==> src/rtl/cpu_ctrl_pkg.sv <==
// Shared types for the pipelined LEGv8 control unit: opcodes, ALU op codes,
// the per-stage control bundle and the bubble constant.
package cpu_ctrl_pkg;

    localparam int INSTR_W_P = 32;
    localparam int ALUOP_W_P = 3;
    localparam int REG_AW_P  = 5;
    localparam int OPC_W     = 11;

    localparam logic [REG_AW_P-1:0] XZR = 5'd31;

    // '?' bits are immediate/condition bits that share the opcode field
    localparam logic [OPC_W-1:0] OP_LDUR = 11'b11111000010;
    localparam logic [OPC_W-1:0] OP_STUR = 11'b11111000000;
    localparam logic [OPC_W-1:0] OP_ADDI = 11'b1001000100?;
    localparam logic [OPC_W-1:0] OP_ADDS = 11'b10101011000;
    localparam logic [OPC_W-1:0] OP_SUBS = 11'b11101011000;
    localparam logic [OPC_W-1:0] OP_AND  = 11'b10001010000;
    localparam logic [OPC_W-1:0] OP_EOR  = 11'b11001010000;
    localparam logic [OPC_W-1:0] OP_LSR  = 11'b11010011010;
    localparam logic [OPC_W-1:0] OP_B    = 11'b000101?????;
    localparam logic [OPC_W-1:0] OP_CBZ  = 11'b10110100???;
    localparam logic [OPC_W-1:0] OP_BLT  = 11'b01010100???;

    typedef enum logic [2:0] {
        ALU_PASS = 3'b000,
        ALU_ADD  = 3'b010,
        ALU_SUB  = 3'b011,
        ALU_AND  = 3'b100,
        ALU_OR   = 3'b101,
        ALU_XOR  = 3'b110,
        ALU_LSR  = 3'b111
    } alu_op_e;

    typedef struct packed {
        logic                valid;
        logic                reg_write;
        logic                mem_to_reg;
        logic                mem_write;
        logic                mem_read;
        logic                alu_src;
        alu_op_e             alu_op;
        logic                set_flags;
        logic [REG_AW_P-1:0] rd;
    } ctrl_bundle_t;

    localparam ctrl_bundle_t BUBBLE = '{valid: 1'b0, reg_write: 1'b0, mem_to_reg: 1'b0,
                                        mem_write: 1'b0, mem_read: 1'b0, alu_src: 1'b0,
                                        alu_op: ALU_PASS, set_flags: 1'b0, rd: 5'd0};

    // signed less-than from an {N,Z,V,C} vector
    function automatic logic lt_cond(input logic [3:0] nzvc);
        return nzvc[3] ^ nzvc[1];
    endfunction

endpackage

==> src/rtl/pipelined_control_unit_if.sv <==
// Bundle of all ID-stage inputs and per-stage control outputs of the control unit.
interface pipelined_control_unit_if
    import cpu_ctrl_pkg::*;
#(
    parameter int INSTR_W = INSTR_W_P,
    parameter int ALUOP_W = ALUOP_W_P,
    parameter int REG_AW  = REG_AW_P
);
    logic [INSTR_W-1:0] instr;
    logic               instr_valid;
    logic               rd_zero;
    logic               ext_stall;
    logic               alu_zero;
    logic               alu_negative;
    logic               alu_overflow;
    logic               alu_carry_out;
    logic               id_Reg2Loc;
    logic               id_UncondBr;
    logic               id_BrTaken;
    logic               stall_if;
    logic               illegal;
    logic               ex_ALUSrc;
    logic [ALUOP_W-1:0] ex_ALUOp;
    logic               ex_SetFlags;
    logic               mem_MemWrite;
    logic               mem_MemRead;
    logic               wb_RegWrite;
    logic               wb_MemToReg;
    logic [REG_AW-1:0]  wb_Rd;
    logic [3:0]         flags_q;

    modport slave (
        input  instr, instr_valid, rd_zero, ext_stall,
               alu_zero, alu_negative, alu_overflow, alu_carry_out,
        output id_Reg2Loc, id_UncondBr, id_BrTaken, stall_if, illegal,
               ex_ALUSrc, ex_ALUOp, ex_SetFlags, mem_MemWrite, mem_MemRead,
               wb_RegWrite, wb_MemToReg, wb_Rd, flags_q
    );

    modport master (
        output instr, instr_valid, rd_zero, ext_stall,
               alu_zero, alu_negative, alu_overflow, alu_carry_out,
        input  id_Reg2Loc, id_UncondBr, id_BrTaken, stall_if, illegal,
               ex_ALUSrc, ex_ALUOp, ex_SetFlags, mem_MemWrite, mem_MemRead,
               wb_RegWrite, wb_MemToReg, wb_Rd, flags_q
    );
endinterface

==> src/rtl/ctrl_decode.sv <==
// Pure combinational opcode decoder: control bundle, ID-stage branch/operand
// selects and which source registers the instruction actually reads.
module ctrl_decode
    import cpu_ctrl_pkg::*;
(
    input  logic [OPC_W-1:0]    opcode,
    input  logic [REG_AW_P-1:0] rd,
    output ctrl_bundle_t        bundle,
    output logic                illegal,
    output logic                reg2loc,
    output logic                uncond_br,
    output logic                is_cbz,
    output logic                is_blt,
    output logic                uses_rn,
    output logic                uses_p2
);

    // opcode table; illegal opcodes fall through to a bubble
    always_comb begin
        bundle    = BUBBLE;
        illegal   = 1'b0;
        reg2loc   = 1'b0;
        uncond_br = 1'b0;
        is_cbz    = 1'b0;
        is_blt    = 1'b0;
        uses_rn   = 1'b0;
        uses_p2   = 1'b0;
        casez (opcode)
            OP_LDUR: begin
                bundle.reg_write  = 1'b1;
                bundle.mem_to_reg = 1'b1;
                bundle.mem_read   = 1'b1;
                bundle.alu_src    = 1'b1;
                bundle.alu_op     = ALU_ADD;
                uses_rn           = 1'b1;
            end
            OP_STUR: begin
                bundle.mem_write = 1'b1;
                bundle.alu_src   = 1'b1;
                bundle.alu_op    = ALU_ADD;
                uses_rn          = 1'b1;
                uses_p2          = 1'b1;
            end
            OP_ADDI: begin
                bundle.reg_write = 1'b1;
                bundle.alu_src   = 1'b1;
                bundle.alu_op    = ALU_ADD;
                uses_rn          = 1'b1;
            end
            OP_ADDS, OP_SUBS, OP_AND, OP_EOR: begin
                bundle.reg_write = 1'b1;
                bundle.set_flags = (opcode == OP_ADDS) || (opcode == OP_SUBS);
                bundle.alu_op    = (opcode == OP_ADDS) ? ALU_ADD :
                                   (opcode == OP_SUBS) ? ALU_SUB :
                                   (opcode == OP_AND)  ? ALU_AND : ALU_XOR;
                reg2loc          = 1'b1;
                uses_rn          = 1'b1;
                uses_p2          = 1'b1;
            end
            OP_LSR: begin
                bundle.reg_write = 1'b1;
                bundle.alu_src   = 1'b1;
                bundle.alu_op    = ALU_LSR;
                uses_rn          = 1'b1;
            end
            OP_B:    uncond_br = 1'b1;
            OP_CBZ: begin
                is_cbz  = 1'b1;
                uses_p2 = 1'b1;
            end
            OP_BLT:  is_blt = 1'b1;
            default: illegal = 1'b1;
        endcase
        // XZR is never a real destination
        if (illegal) begin
            bundle = BUBBLE;
        end else begin
            bundle.valid     = 1'b1;
            bundle.rd        = rd;
            bundle.reg_write = bundle.reg_write & (rd != XZR);
        end
    end

endmodule

==> src/rtl/pipelined_control_unit.sv <==
// LEGv8 pipeline control: ID decode and branch resolution, load-use / flag
// hazard stalls, ID/EX, EX/MEM, MEM/WB control registers and the NZVC register.
module pipelined_control_unit
    import cpu_ctrl_pkg::*;
#(
    parameter int INSTR_W  = INSTR_W_P,
    parameter int ALUOP_W  = ALUOP_W_P,
    parameter int REG_AW   = REG_AW_P,
    parameter int FLAG_FWD = 1
) (
    input  logic                     clk,
    input  logic                     reset,
    pipelined_control_unit_if.slave  bus
);

    localparam logic FWD_ON = (FLAG_FWD != 0);

    ctrl_bundle_t      dec_s, id_bundle_s, ex_r, mem_r, wb_r;
    logic [3:0]        flags_r;
    logic              dec_illegal_s, reg2loc_s, uncond_s, is_cbz_s, is_blt_s;
    logic              uses_rn_s, uses_p2_s;
    logic [REG_AW-1:0] rn_s, rm_s, rt_s, p2_s;
    logic              ex_load_s, ex_sets_s, load_use_s, flag_wait_s, stall_s;
    logic              lt_s, taken_s;
    logic              unused_s;

    ctrl_decode u_decode (
        .opcode    (bus.instr[INSTR_W-1 -: OPC_W]),
        .rd        (bus.instr[REG_AW-1:0]),
        .bundle    (dec_s),
        .illegal   (dec_illegal_s),
        .reg2loc   (reg2loc_s),
        .uncond_br (uncond_s),
        .is_cbz    (is_cbz_s),
        .is_blt    (is_blt_s),
        .uses_rn   (uses_rn_s),
        .uses_p2   (uses_p2_s)
    );

    assign rn_s = bus.instr[5 +: REG_AW];
    assign rm_s = bus.instr[16 +: REG_AW];
    assign rt_s = bus.instr[REG_AW-1:0];
    assign p2_s = reg2loc_s ? rm_s : rt_s;

    // a load into XZR produces nothing a reader could wait for
    assign ex_load_s   = ex_r.valid & ex_r.mem_read & (ex_r.rd != XZR);
    assign ex_sets_s   = ex_r.valid & ex_r.set_flags;
    assign load_use_s  = bus.instr_valid & ex_load_s &
                         ((uses_rn_s & (rn_s == ex_r.rd)) | (uses_p2_s & (p2_s == ex_r.rd)));
    assign flag_wait_s = bus.instr_valid & is_blt_s & ex_sets_s & ~FWD_ON;
    assign stall_s     = load_use_s | flag_wait_s | bus.ext_stall;

    // branch resolution and the bundle handed to ID/EX
    always_comb begin
        lt_s        = 1'b0;
        taken_s     = 1'b0;
        id_bundle_s = BUBBLE;
        if (FWD_ON && ex_sets_s) begin
            lt_s = lt_cond({bus.alu_negative, bus.alu_zero, bus.alu_overflow, bus.alu_carry_out});
        end else begin
            lt_s = lt_cond(flags_r);
        end
        if (bus.instr_valid && !stall_s) begin
            taken_s     = uncond_s | (is_cbz_s & bus.rd_zero) | (is_blt_s & lt_s);
            id_bundle_s = dec_s;
        end else begin
            taken_s     = 1'b0;
            id_bundle_s = BUBBLE;
        end
    end

    // stage registers and NZVC; the back end never stalls
    always_ff @(posedge clk) begin
        if (reset) begin
            ex_r    <= BUBBLE;
            mem_r   <= BUBBLE;
            wb_r    <= BUBBLE;
            flags_r <= 4'b0000;
        end else begin
            if (ex_sets_s) begin
                flags_r <= {bus.alu_negative, bus.alu_zero, bus.alu_overflow, bus.alu_carry_out};
            end
            ex_r  <= id_bundle_s;
            mem_r <= ex_r;
            wb_r  <= mem_r;
        end
    end

    assign bus.id_Reg2Loc   = reg2loc_s;
    assign bus.id_UncondBr  = uncond_s;
    assign bus.id_BrTaken   = taken_s;
    assign bus.stall_if     = stall_s;
    assign bus.illegal      = bus.instr_valid & dec_illegal_s;
    assign bus.ex_ALUSrc    = ex_r.alu_src;
    assign bus.ex_ALUOp     = ALUOP_W'(ex_r.alu_op);
    assign bus.ex_SetFlags  = ex_r.set_flags;
    assign bus.mem_MemWrite = mem_r.mem_write;
    assign bus.mem_MemRead  = mem_r.mem_read;
    assign bus.wb_RegWrite  = wb_r.reg_write;
    assign bus.wb_MemToReg  = wb_r.mem_to_reg;
    assign bus.wb_Rd        = wb_r.rd;
    assign bus.flags_q      = flags_r;

    assign unused_s = ^{bus.instr[15:10], wb_r.valid, wb_r.mem_write, wb_r.mem_read,
                        wb_r.alu_src, wb_r.alu_op, wb_r.set_flags};

endmodule

==> src/flat_wrapper.sv <==
// flat-port wrapper written by rule: the top's interface ports become plain ports
module pipelined_control_unit_flat import cpu_ctrl_pkg::*;
#(
    parameter int INSTR_W  = INSTR_W_P,
    parameter int ALUOP_W  = ALUOP_W_P,
    parameter int REG_AW   = REG_AW_P,
    parameter int FLAG_FWD = 1
)
  (clk, reset, bus_instr, bus_instr_valid, bus_rd_zero, bus_ext_stall, bus_alu_zero, bus_alu_negative, bus_alu_overflow, bus_alu_carry_out, bus_id_Reg2Loc, bus_id_UncondBr, bus_id_BrTaken, bus_stall_if, bus_illegal, bus_ex_ALUSrc, bus_ex_ALUOp, bus_ex_SetFlags, bus_mem_MemWrite, bus_mem_MemRead, bus_wb_RegWrite, bus_wb_MemToReg, bus_wb_Rd, bus_flags_q);
  pipelined_control_unit_if #(.INSTR_W(INSTR_W), .ALUOP_W(ALUOP_W), .REG_AW(REG_AW)) bus_i ();
  input  logic clk;
  input  logic reset;
  input wire logic [$bits(bus_i.instr)-1:0] bus_instr;
  input wire logic [$bits(bus_i.instr_valid)-1:0] bus_instr_valid;
  input wire logic [$bits(bus_i.rd_zero)-1:0] bus_rd_zero;
  input wire logic [$bits(bus_i.ext_stall)-1:0] bus_ext_stall;
  input wire logic [$bits(bus_i.alu_zero)-1:0] bus_alu_zero;
  input wire logic [$bits(bus_i.alu_negative)-1:0] bus_alu_negative;
  input wire logic [$bits(bus_i.alu_overflow)-1:0] bus_alu_overflow;
  input wire logic [$bits(bus_i.alu_carry_out)-1:0] bus_alu_carry_out;
  output wire logic [$bits(bus_i.id_Reg2Loc)-1:0] bus_id_Reg2Loc;
  output wire logic [$bits(bus_i.id_UncondBr)-1:0] bus_id_UncondBr;
  output wire logic [$bits(bus_i.id_BrTaken)-1:0] bus_id_BrTaken;
  output wire logic [$bits(bus_i.stall_if)-1:0] bus_stall_if;
  output wire logic [$bits(bus_i.illegal)-1:0] bus_illegal;
  output wire logic [$bits(bus_i.ex_ALUSrc)-1:0] bus_ex_ALUSrc;
  output wire logic [$bits(bus_i.ex_ALUOp)-1:0] bus_ex_ALUOp;
  output wire logic [$bits(bus_i.ex_SetFlags)-1:0] bus_ex_SetFlags;
  output wire logic [$bits(bus_i.mem_MemWrite)-1:0] bus_mem_MemWrite;
  output wire logic [$bits(bus_i.mem_MemRead)-1:0] bus_mem_MemRead;
  output wire logic [$bits(bus_i.wb_RegWrite)-1:0] bus_wb_RegWrite;
  output wire logic [$bits(bus_i.wb_MemToReg)-1:0] bus_wb_MemToReg;
  output wire logic [$bits(bus_i.wb_Rd)-1:0] bus_wb_Rd;
  output wire logic [$bits(bus_i.flags_q)-1:0] bus_flags_q;
  assign bus_i.instr = bus_instr;
  assign bus_i.instr_valid = bus_instr_valid;
  assign bus_i.rd_zero = bus_rd_zero;
  assign bus_i.ext_stall = bus_ext_stall;
  assign bus_i.alu_zero = bus_alu_zero;
  assign bus_i.alu_negative = bus_alu_negative;
  assign bus_i.alu_overflow = bus_alu_overflow;
  assign bus_i.alu_carry_out = bus_alu_carry_out;
  assign bus_id_Reg2Loc = bus_i.id_Reg2Loc;
  assign bus_id_UncondBr = bus_i.id_UncondBr;
  assign bus_id_BrTaken = bus_i.id_BrTaken;
  assign bus_stall_if = bus_i.stall_if;
  assign bus_illegal = bus_i.illegal;
  assign bus_ex_ALUSrc = bus_i.ex_ALUSrc;
  assign bus_ex_ALUOp = bus_i.ex_ALUOp;
  assign bus_ex_SetFlags = bus_i.ex_SetFlags;
  assign bus_mem_MemWrite = bus_i.mem_MemWrite;
  assign bus_mem_MemRead = bus_i.mem_MemRead;
  assign bus_wb_RegWrite = bus_i.wb_RegWrite;
  assign bus_wb_MemToReg = bus_i.wb_MemToReg;
  assign bus_wb_Rd = bus_i.wb_Rd;
  assign bus_flags_q = bus_i.flags_q;
  pipelined_control_unit #(.INSTR_W(INSTR_W), .ALUOP_W(ALUOP_W), .REG_AW(REG_AW), .FLAG_FWD(FLAG_FWD)) u_core (.clk(clk), .reset(reset), .bus(bus_i));
endmodule
==> config.mk <==
export PLATFORM = sky130hd
export DESIGN_NAME = pipelined_control_unit_flat
export DESIGN_NICKNAME = d
export VERILOG_FILES = /design/src/rtl/cpu_ctrl_pkg.sv /design/src/rtl/pipelined_control_unit_if.sv /design/src/rtl/ctrl_decode.sv /design/src/rtl/pipelined_control_unit.sv /design/src/flat_wrapper.sv
export SDC_FILE = /design/constraint.sdc
export NUM_CORES = 1
export LEC_CHECK = 0
export CORE_MARGIN = 2
export CORE_UTILIZATION = 46
export DETAILED_ROUTE_END_ITERATION = 10
export PLACE_DENSITY = 0.84
export SLEW_MARGIN = 25
export SYNTH_ARGS = -nofsm -noshare
export SYNTH_HDL_FRONTEND = slang
export SYNTH_SLANG_ARGS = --single-unit
==> constraint.sdc <==
create_clock -name clk -period 6.6 [get_ports clk]
set_clock_uncertainty 0.2 [all_clocks]
set_input_delay 0.99 -clock clk [delete_from_list [all_inputs] [get_ports clk]]
set_output_delay 0.99 -clock clk [all_outputs]
set_load 0.005 [all_outputs]
==> qor.txt, run 1 <==
Max-cap violations: 0
Dpl cell area: 0.00217 mm^2
Mapped cell area: 0.00161 mm^2
Post-DP HPWL: 2.74 mm
Final ANT Viol Nets: 0
Critical path class: in2out
Fin. max-slew vios: 0
Ys flop type: dfxtp_1
GRT Total Usage: 0.193
Drt first-iter violations: 47
# DRC: 0
H-tree depth: 2
Setup slack, reg-to-reg: 4400 ps
Antenna cells: 0
Pleak: 0.797 nW
Nets: 275
Synthesis-stage register bit count: 33
CP arrival: 4040 ps
RR Endpoint: u_core.bus.ex_ALUOp[2]$_SDFF_PP0_
# IOs: 64
First-pass GRT wire length: 6.03 mm
EDFF count, synth: 0
RSZ-0062 raised after global routing: no
Max_slew headroom: 0.373
Least-Margin Pin Slew: 933 ps
Crit path to: bus_stall_if
Area grow syn2layout: 40.2%
Row count: 21
Critical-path cell list: clkdlybuf4s50_1 -> or3b_4 -> or2_0 -> nor3_2 -> a211oi_1 -> a2111oi_4 -> or3_1 -> clkdlybuf4s50_1
Fillers: 299
Fin Setup TNS: 0 ps
Gpl congestion: 0.940
CP Capture Type: output port
Initial antenna violation count: 0
Die ar.: 0.00399 mm^2
Hold Slack: 248 ps
Synth cell types: 40
Clk_lat worst skew: 340 ps
Initial Util: 0.483
Vias in the first global route: 1350
Peak VDD IR: 0.105 mV
Ys async rst share: 0
HP Class: reg2reg
PwrDens: 178 mW/mm^2
Via count: 1488
Max Freq: 191 MHz
Data required, critical path: 5410 ps
Setup violations, final: 0
CP Max Fanout: 15
Top post-synthesis cells by area: dfxtp_1, nor2b_1, xnor2_1
PostCTS Resize Cnt: 0
Crit path top cell by count: clkdlybuf4s50_1
Slowest cell on crit path: a2111oi_4
Hold_sp: u_core.mem_r[13]$_SDFF_PP0_
Chip width: 63.2 um
Minimum clock period: 5230 ps
Deepest clock path buffer count: 2
Power Total: 403 uW
Post-Syn Nets: 220
Tcrit/Tclk final: 0.792
CP max stage delay: 810 ps
Status: finished clean
Final Cell Area: 0.00226 mm^2
Synth Warn #: 0
Final Hold Fails: 0
Commonest cells in the synthesized netlist: dfxtp_1, nor2b_1, nand2_1, nand3_1, nor3_1
Sequential share of the synthesized area: 0.410
Mapped Cells: 179
Drt first pass iters: 4
Routed vias/inst: 5.30
Top-area cell type share of the netlist area: 0.410
Postcts setup bufs: 0
Port Buffers: 57
Worst Setup SP: bus_instr[24]
Avg WL per Cell: 12.8 um
Cell with the most instances after synthesis: dfxtp_1
Core ar.: 0.00334 mm^2
Worst R2R Path Depth: 6
Critical Path Start Type: input port
Num CTS Buffers: 5
Die H: 63.2 um
Global route total overflow: 0
CTS hold repair buffers: 0
Ratio of cells with drive above 1 in the final layout: 0.0681
Post-synth top area cell: dfxtp_1
Sink Count: 33
Mean Syn Cell Area: 9.00 um^2
Pin count of the biggest net entering global routing: 22
CTS tree: yes
Final WL: 3.61 mm
Root buf cell: clkbuf_4
Worst-path clk slew: 90 ps
Critical R2R Launch: u_core.ex_r[4]$_SDFF_PP0_
-- area by class of cell --
class,count,area (um^2),share of cell area
Clock buffer,7,55.1,0.0244
Inverter,6,22.5,0.00998
Clock inverter,1,30.0,0.0133
Multi-Input combinational cell,130,853,0.378
Tap cell,46,57.6,0.0255
Sequential cell,33,661,0.293
Timing Repair Buffer,58,578,0.256
-- where the power goes --
| group | switching (mW) | internal, mW |
|---|---|---|
| Clock | 0.0682 | 0.0904 |
| Combinational | 0.0181 | 0.0265 |
| Sequential | 0.000168 | 0.199 |
| Total | 0.0865 | 0.316 |
-- worst max-delay path, delay by kind of cell --
kind	cells	cell delay, ps
AND/OR/NAND/NOR	4	1080
AO/OA/AOI/OAI	2	900
buffers and inverters	2	1070
-- layout by cell type (no fill, tap or decap), types with 2 or more instances in the layout --
cell             instances
nand2_1                 14
clkdlybuf4s50_1         57
nor3_1                  11
xor2_1                   4
inv_1                    6
o2111ai_1                2
nor2b_1                 16
a31oi_1                  4
clkbuf_4                 5
nor4bb_1                 3
a21oi_1                  7
and3_1                   4
a2111oi_0                2
nand3_1                 12
nor2_1                  10
and4bb_2                 2
xnor2_1                 10
nor4_1                   2
nand4_1                  8
dfxtp_1                 33
or3_1                    2
-- how the worst min path moves through the flow --
stage | depth (start not counted) | slack [ps] | to
finish | 1 | 250 | u_core.bus.wb_RegWrite$_SDFF_PP0_
global route | 1 | 260 | u_core.bus.wb_RegWrite$_SDFF_PP0_
CTS | 1 | 250 | u_core.bus.wb_RegWrite$_SDFF_PP0_
detailed placement | 1 | 220 | u_core.bus.wb_Rd[3]$_SDFF_PP0_
global placement | 1 | 220 | u_core.bus.wb_Rd[0]$_SDFF_PP0_
floorplan | 1 | 210 | u_core.bus.mem_MemWrite$_SDFF_PP0_
-- per-layer routing --
metal,vias up,global-route usage,routed length (um)
met5,-,0,0
met4,0,0.0889,70
met3,8,0.0607,204
met2,50,0.326,1750
met1,677,0.223,1590
li1,753,-,-
-- state kept, by name, indices dropped and copies added (netlist names) --
| name | cells |
|---|---|
| u_core.ex_r | 9 |
| u_core.mem_r | 7 |
| u_core.bus.wb_Rd | 5 |
| u_core.bus.flags_q | 4 |
| u_core.bus.ex_ALUOp | 3 |
| u_core.bus.ex_ALUSrc | 1 |
| u_core.bus.ex_SetFlags | 1 |
| u_core.bus.mem_MemWrite | 1 |
| u_core.bus.wb_MemToReg | 1 |
| u_core.bus.wb_RegWrite | 1 |
-- logic make-up (layout without fill, tap and decap cells) --
family,count (synthesis),in the layout,share of synthesized area
simple gates,92,92,0.330
xor+xnor,14,14,0.0761
compound gates,23,23,0.117
flops,33,33,0.410
buf+inv,16,72,0.0598
mux,1,1,0.00622
-- metrics by stage --
stage / cells / util / setup slack [ps]
floorplan: 179 / - / 2820
global placement: 273 / 0.651 / 1430
detailed placement: 273 / 0.651 / 1400
CTS: 281 / 0.676 / 1390
global route: 281 / 0.676 / 1190
finish: 281 / 0.676 / 1370
No activity file was read; power rests on OpenSTA's default activity.
==> run 2: changes to the inputs <==
--- a/config.mk
+++ b/config.mk
@@ -6,9 +6,9 @@
 export NUM_CORES = 1
 export LEC_CHECK = 0
 export CORE_MARGIN = 2
-export CORE_UTILIZATION = 46
+export CORE_UTILIZATION = 43
 export DETAILED_ROUTE_END_ITERATION = 10
-export PLACE_DENSITY = 0.84
+export PLACE_DENSITY = 0.79
 export SLEW_MARGIN = 25
 export SYNTH_ARGS = -nofsm -noshare
 export SYNTH_HDL_FRONTEND = slang
==> constraint.sdc (replaced) <==
create_clock -name clk -period 5.35 [get_ports clk]
set_clock_uncertainty 0.2 [all_clocks]
set_input_delay 0.8025 -clock clk [delete_from_list [all_inputs] [get_ports clk]]
set_output_delay 0.8025 -clock clk [all_outputs]
set_load 0.005 [all_outputs]
==> qor.txt, run 2 (synthesis results as in run 1) <==
Area grow syn2layout: 41.8% (was 40.2%)
RR Endpoint: u_core.ex_r[11]$_SDFF_PP0_ (was u_core.bus.ex_ALUOp[2]$_SDFF_PP0_)
Fillers: 329 (was 299)
Drt first pass iters: 4 (unchanged)
Most frequent cells in the layout: clkdlybuf4s50_1, dfxtp_1, nor2b_1, nand2_1, nand3_1 (unchanged)
Max_slew headroom: 0.341 (was 0.373)
Post-DP HPWL: 2.86 mm (was 2.74 mm)
CP Capture Type: output port (unchanged)
Top delay family on crit path: buffers and inverters (was simple AND/OR/NAND/NOR gates)
# IOs: 64 (unchanged)
HP Class: reg2reg (unchanged)
CP max stage delay: 630 ps (was 810 ps)
Drt first-iter violations: 85 (was 47)
Fin. max-slew vios: 0 (unchanged)
Max-cap violations: 0 (unchanged)
Critical Path Start Type: input port (unchanged)
PwrDens: 220 mW/mm^2 (was 178 mW/mm^2)
Hold_sp: u_core.mem_r[13]$_SDFF_PP0_ (unchanged)
H-tree depth: 2 (unchanged)
Hold Path End: u_core.bus.wb_RegWrite$_SDFF_PP0_ (unchanged)
Hold Path Depth: 1 (unchanged)
Routed vias/inst: 5.23 (was 5.30)
Internal Power: 395 uW (was 316 uW)
Initial Util: 0.443 (was 0.483)
Max reg flops: 9 (unchanged)
Least-Margin Pin Slew: 980 ps (was 933 ps)
Dpl cell area: 0.00218 mm^2 (was 0.00217 mm^2)
Power Total: 503 uW (was 403 uW)
Minimum clock period: 4690 ps
PostCTS Resize Cnt: 0 (unchanged)
Gate power share: 0.111 (about the same)
Peak VDD IR: 0.0827 mV (was 0.105 mV)
Root buf cell: clkbuf_8 (was clkbuf_4)
Tcrit/Tclk final: 0.878
Slowest cell on crit path: a2111oi_4 (unchanged)
Critical path class: in2out (unchanged)
Port Buffers: 57 (unchanged)
Antenna cells: 0 (unchanged)
Worst slack, placed: 696 ps (was 1400 ps)
Final ANT Viol Nets: 0 (unchanged)
Data required, critical path: 4350 ps (was 5410 ps)
Via count: 1485 (was 1488)
Setup violations, final: 0 (unchanged)
Max Freq: 213 MHz
Final WL: 3.71 mm (was 3.61 mm)
Sink Count: 33 (unchanged)
Fin Setup TNS: 0 ps (unchanged)
Seq pwr share: 0.489 (was 0.495)
Num CTS Buffers: 5 (unchanged)
First-pass GRT wire length: 6.15 mm (was 6.03 mm)
Die H: 65.2 um (was 63.2 um)
Worst Setup SP: bus_instr[30] (was bus_instr[24])
Global route total overflow: 0 (unchanged)
Clock power frac: 0.400 (was 0.394)
Commonest non-fill, non-tap cell in the layout: clkdlybuf4s50_1 (unchanged)
Postcts setup bufs: 0 (unchanged)
Multi-input logic area: 853 um^2 (unchanged)
Critical R2R Launch: u_core.ex_r[4]$_SDFF_PP0_ (unchanged)
CP Buf/Inv Count: 2 (unchanged)
Setup slack, reg-to-reg: 3200 ps (was 4400 ps)
Ratio of cells with drive above 1 in the final layout: 0.0763 (was 0.0681)
Reg area: 661 um^2 (unchanged)
Initial antenna violation count: 0 (unchanged)
Pleak: 0.811 nW (was 0.797 nW)
Avg WL per Cell: 13.1 um (was 12.8 um)
Clk_lat worst skew: 290 ps (was 340 ps)
Die ar.: 0.00425 mm^2 (was 0.00399 mm^2)
Deepest clock path buffer count: 2 (unchanged)
Critical Path Stages: 8 (unchanged)
Row count: 22 (was 21)
Worst R2R Path Depth: 7 (was 6)
GRT Total Usage: 0.187 (was 0.193)
CTS tree: yes (unchanged)
CP arrival: 3690 ps (was 4040 ps)
Final Cell Area: 0.00228 mm^2 (was 0.00226 mm^2)
# DRC: 0 (unchanged)
Nets: 276 (was 275)
Worst-path clk slew: 60 ps (was 90 ps)
Switching power: 108 uW (was 86.5 uW)
CTS hold repair buffers: 0 (unchanged)
CP Max Fanout: 9 (was 15)
Reg with most FFs: u_core.ex_r (unchanged)
Status: finished clean (unchanged)
Gpl congestion: 0.934 (was 0.940)
Sw frac: 0.215 (about the same)
Critical-path cell list: clkdlybuf4s50_1 -> nor4bb_1 -> a31oi_1 -> nor3_2 -> a211oi_1 -> a2111oi_4 -> or3_1 -> clkdlybuf4s50_1 (was clkdlybuf4s50_1 -> or3b_4 -> or2_0 -> nor3_2 -> a211oi_1 -> a2111oi_4 -> or3_1 -> clkdlybuf4s50_1)
Core ar.: 0.00363 mm^2 (was 0.00334 mm^2)
RSZ-0062 raised after global routing: no (unchanged)
Crit path top cell by count: clkdlybuf4s50_1 (unchanged)
Final setup margin: 655 ps (was 1370 ps)
Vias in the first global route: 1334 (was 1350)
Chip width: 65.2 um (was 63.2 um)
Pin count of the biggest net entering global routing: 22 (unchanged)
Final Hold Fails: 0 (unchanged)
run 2: cell count changes in the layout (fill, tap and decap cells not counted), sizes merged:
cell	before	now
buf	1	2
clkinv	0	1
bufinv	1	0
run 2: power by group through the flow:
stage | Sequential [mW] | Clock, mW | Combinational (mW)
floorplan | 0.251 | 0 | 0.0206
global placement | 0.252 | 0 | 0.0546
detailed placement | 0.252 | 0 | 0.0553
CTS | 0.246 | 0.206 | 0.0556
global route | 0.246 | 0.216 | 0.0602
finish | 0.246 | 0.201 | 0.0558
run 2: routing by layer:
metal	track usage	wire length, um	vias to the layer above
li1	-	-	749
met1	0.240	1740	675
met2	0.296	1700	57
met3	0.0497	230	4
met4	0.0807	42	0
met5	0	0	-
run 2: area by class of cell:
type,instances,area share
Clock buffer,7,0.0422
Clock inverter,1,0.00219
Inverter,6,0.00986
Multi-Input combinational cell,130,0.374
Sequential cell,33,0.289
Tap cell,48,0.0263
Timing Repair Buffer,59,0.256
run 2: per-stage QoR:
step / hold slack, ps / std cells / util
2_1_floorplan: 214 / 179 / -
3_5_place_dp: 220 / 276 / 0.601
4_1_cts: 239 / 284 / 0.628
6_report: 234 / 284 / 0.628
3_3_place_gp: 218 / 276 / 0.601
5_1_grt: 264 / 284 / 0.628
run 2: how the worst max path moves through the flow:
stage	endpoint	slack [ps]
3_3_place_gp	bus_stall_if	740
5_1_grt	bus_stall_if	540
3_5_place_dp	bus_stall_if	700
4_1_cts	bus_stall_if	690
2_1_floorplan	bus_id_BrTaken	1940
6_report	bus_stall_if	660
==> run 3: changes to the inputs <==
--- a/config.mk
+++ b/config.mk
@@ -7,9 +7,10 @@
 export LEC_CHECK = 0
 export CORE_MARGIN = 2
 export CORE_UTILIZATION = 43
+export CTS_CLUSTER_DIAMETER = 50
 export DETAILED_ROUTE_END_ITERATION = 10
 export PLACE_DENSITY = 0.79
-export SLEW_MARGIN = 25
+export SLEW_MARGIN = 20
 export SYNTH_ARGS = -nofsm -noshare
 export SYNTH_HDL_FRONTEND = slang
 export SYNTH_SLANG_ARGS = --single-unit
==> results of run 3 <==
Final layout, timing and power as in run 2 (identical DEF).
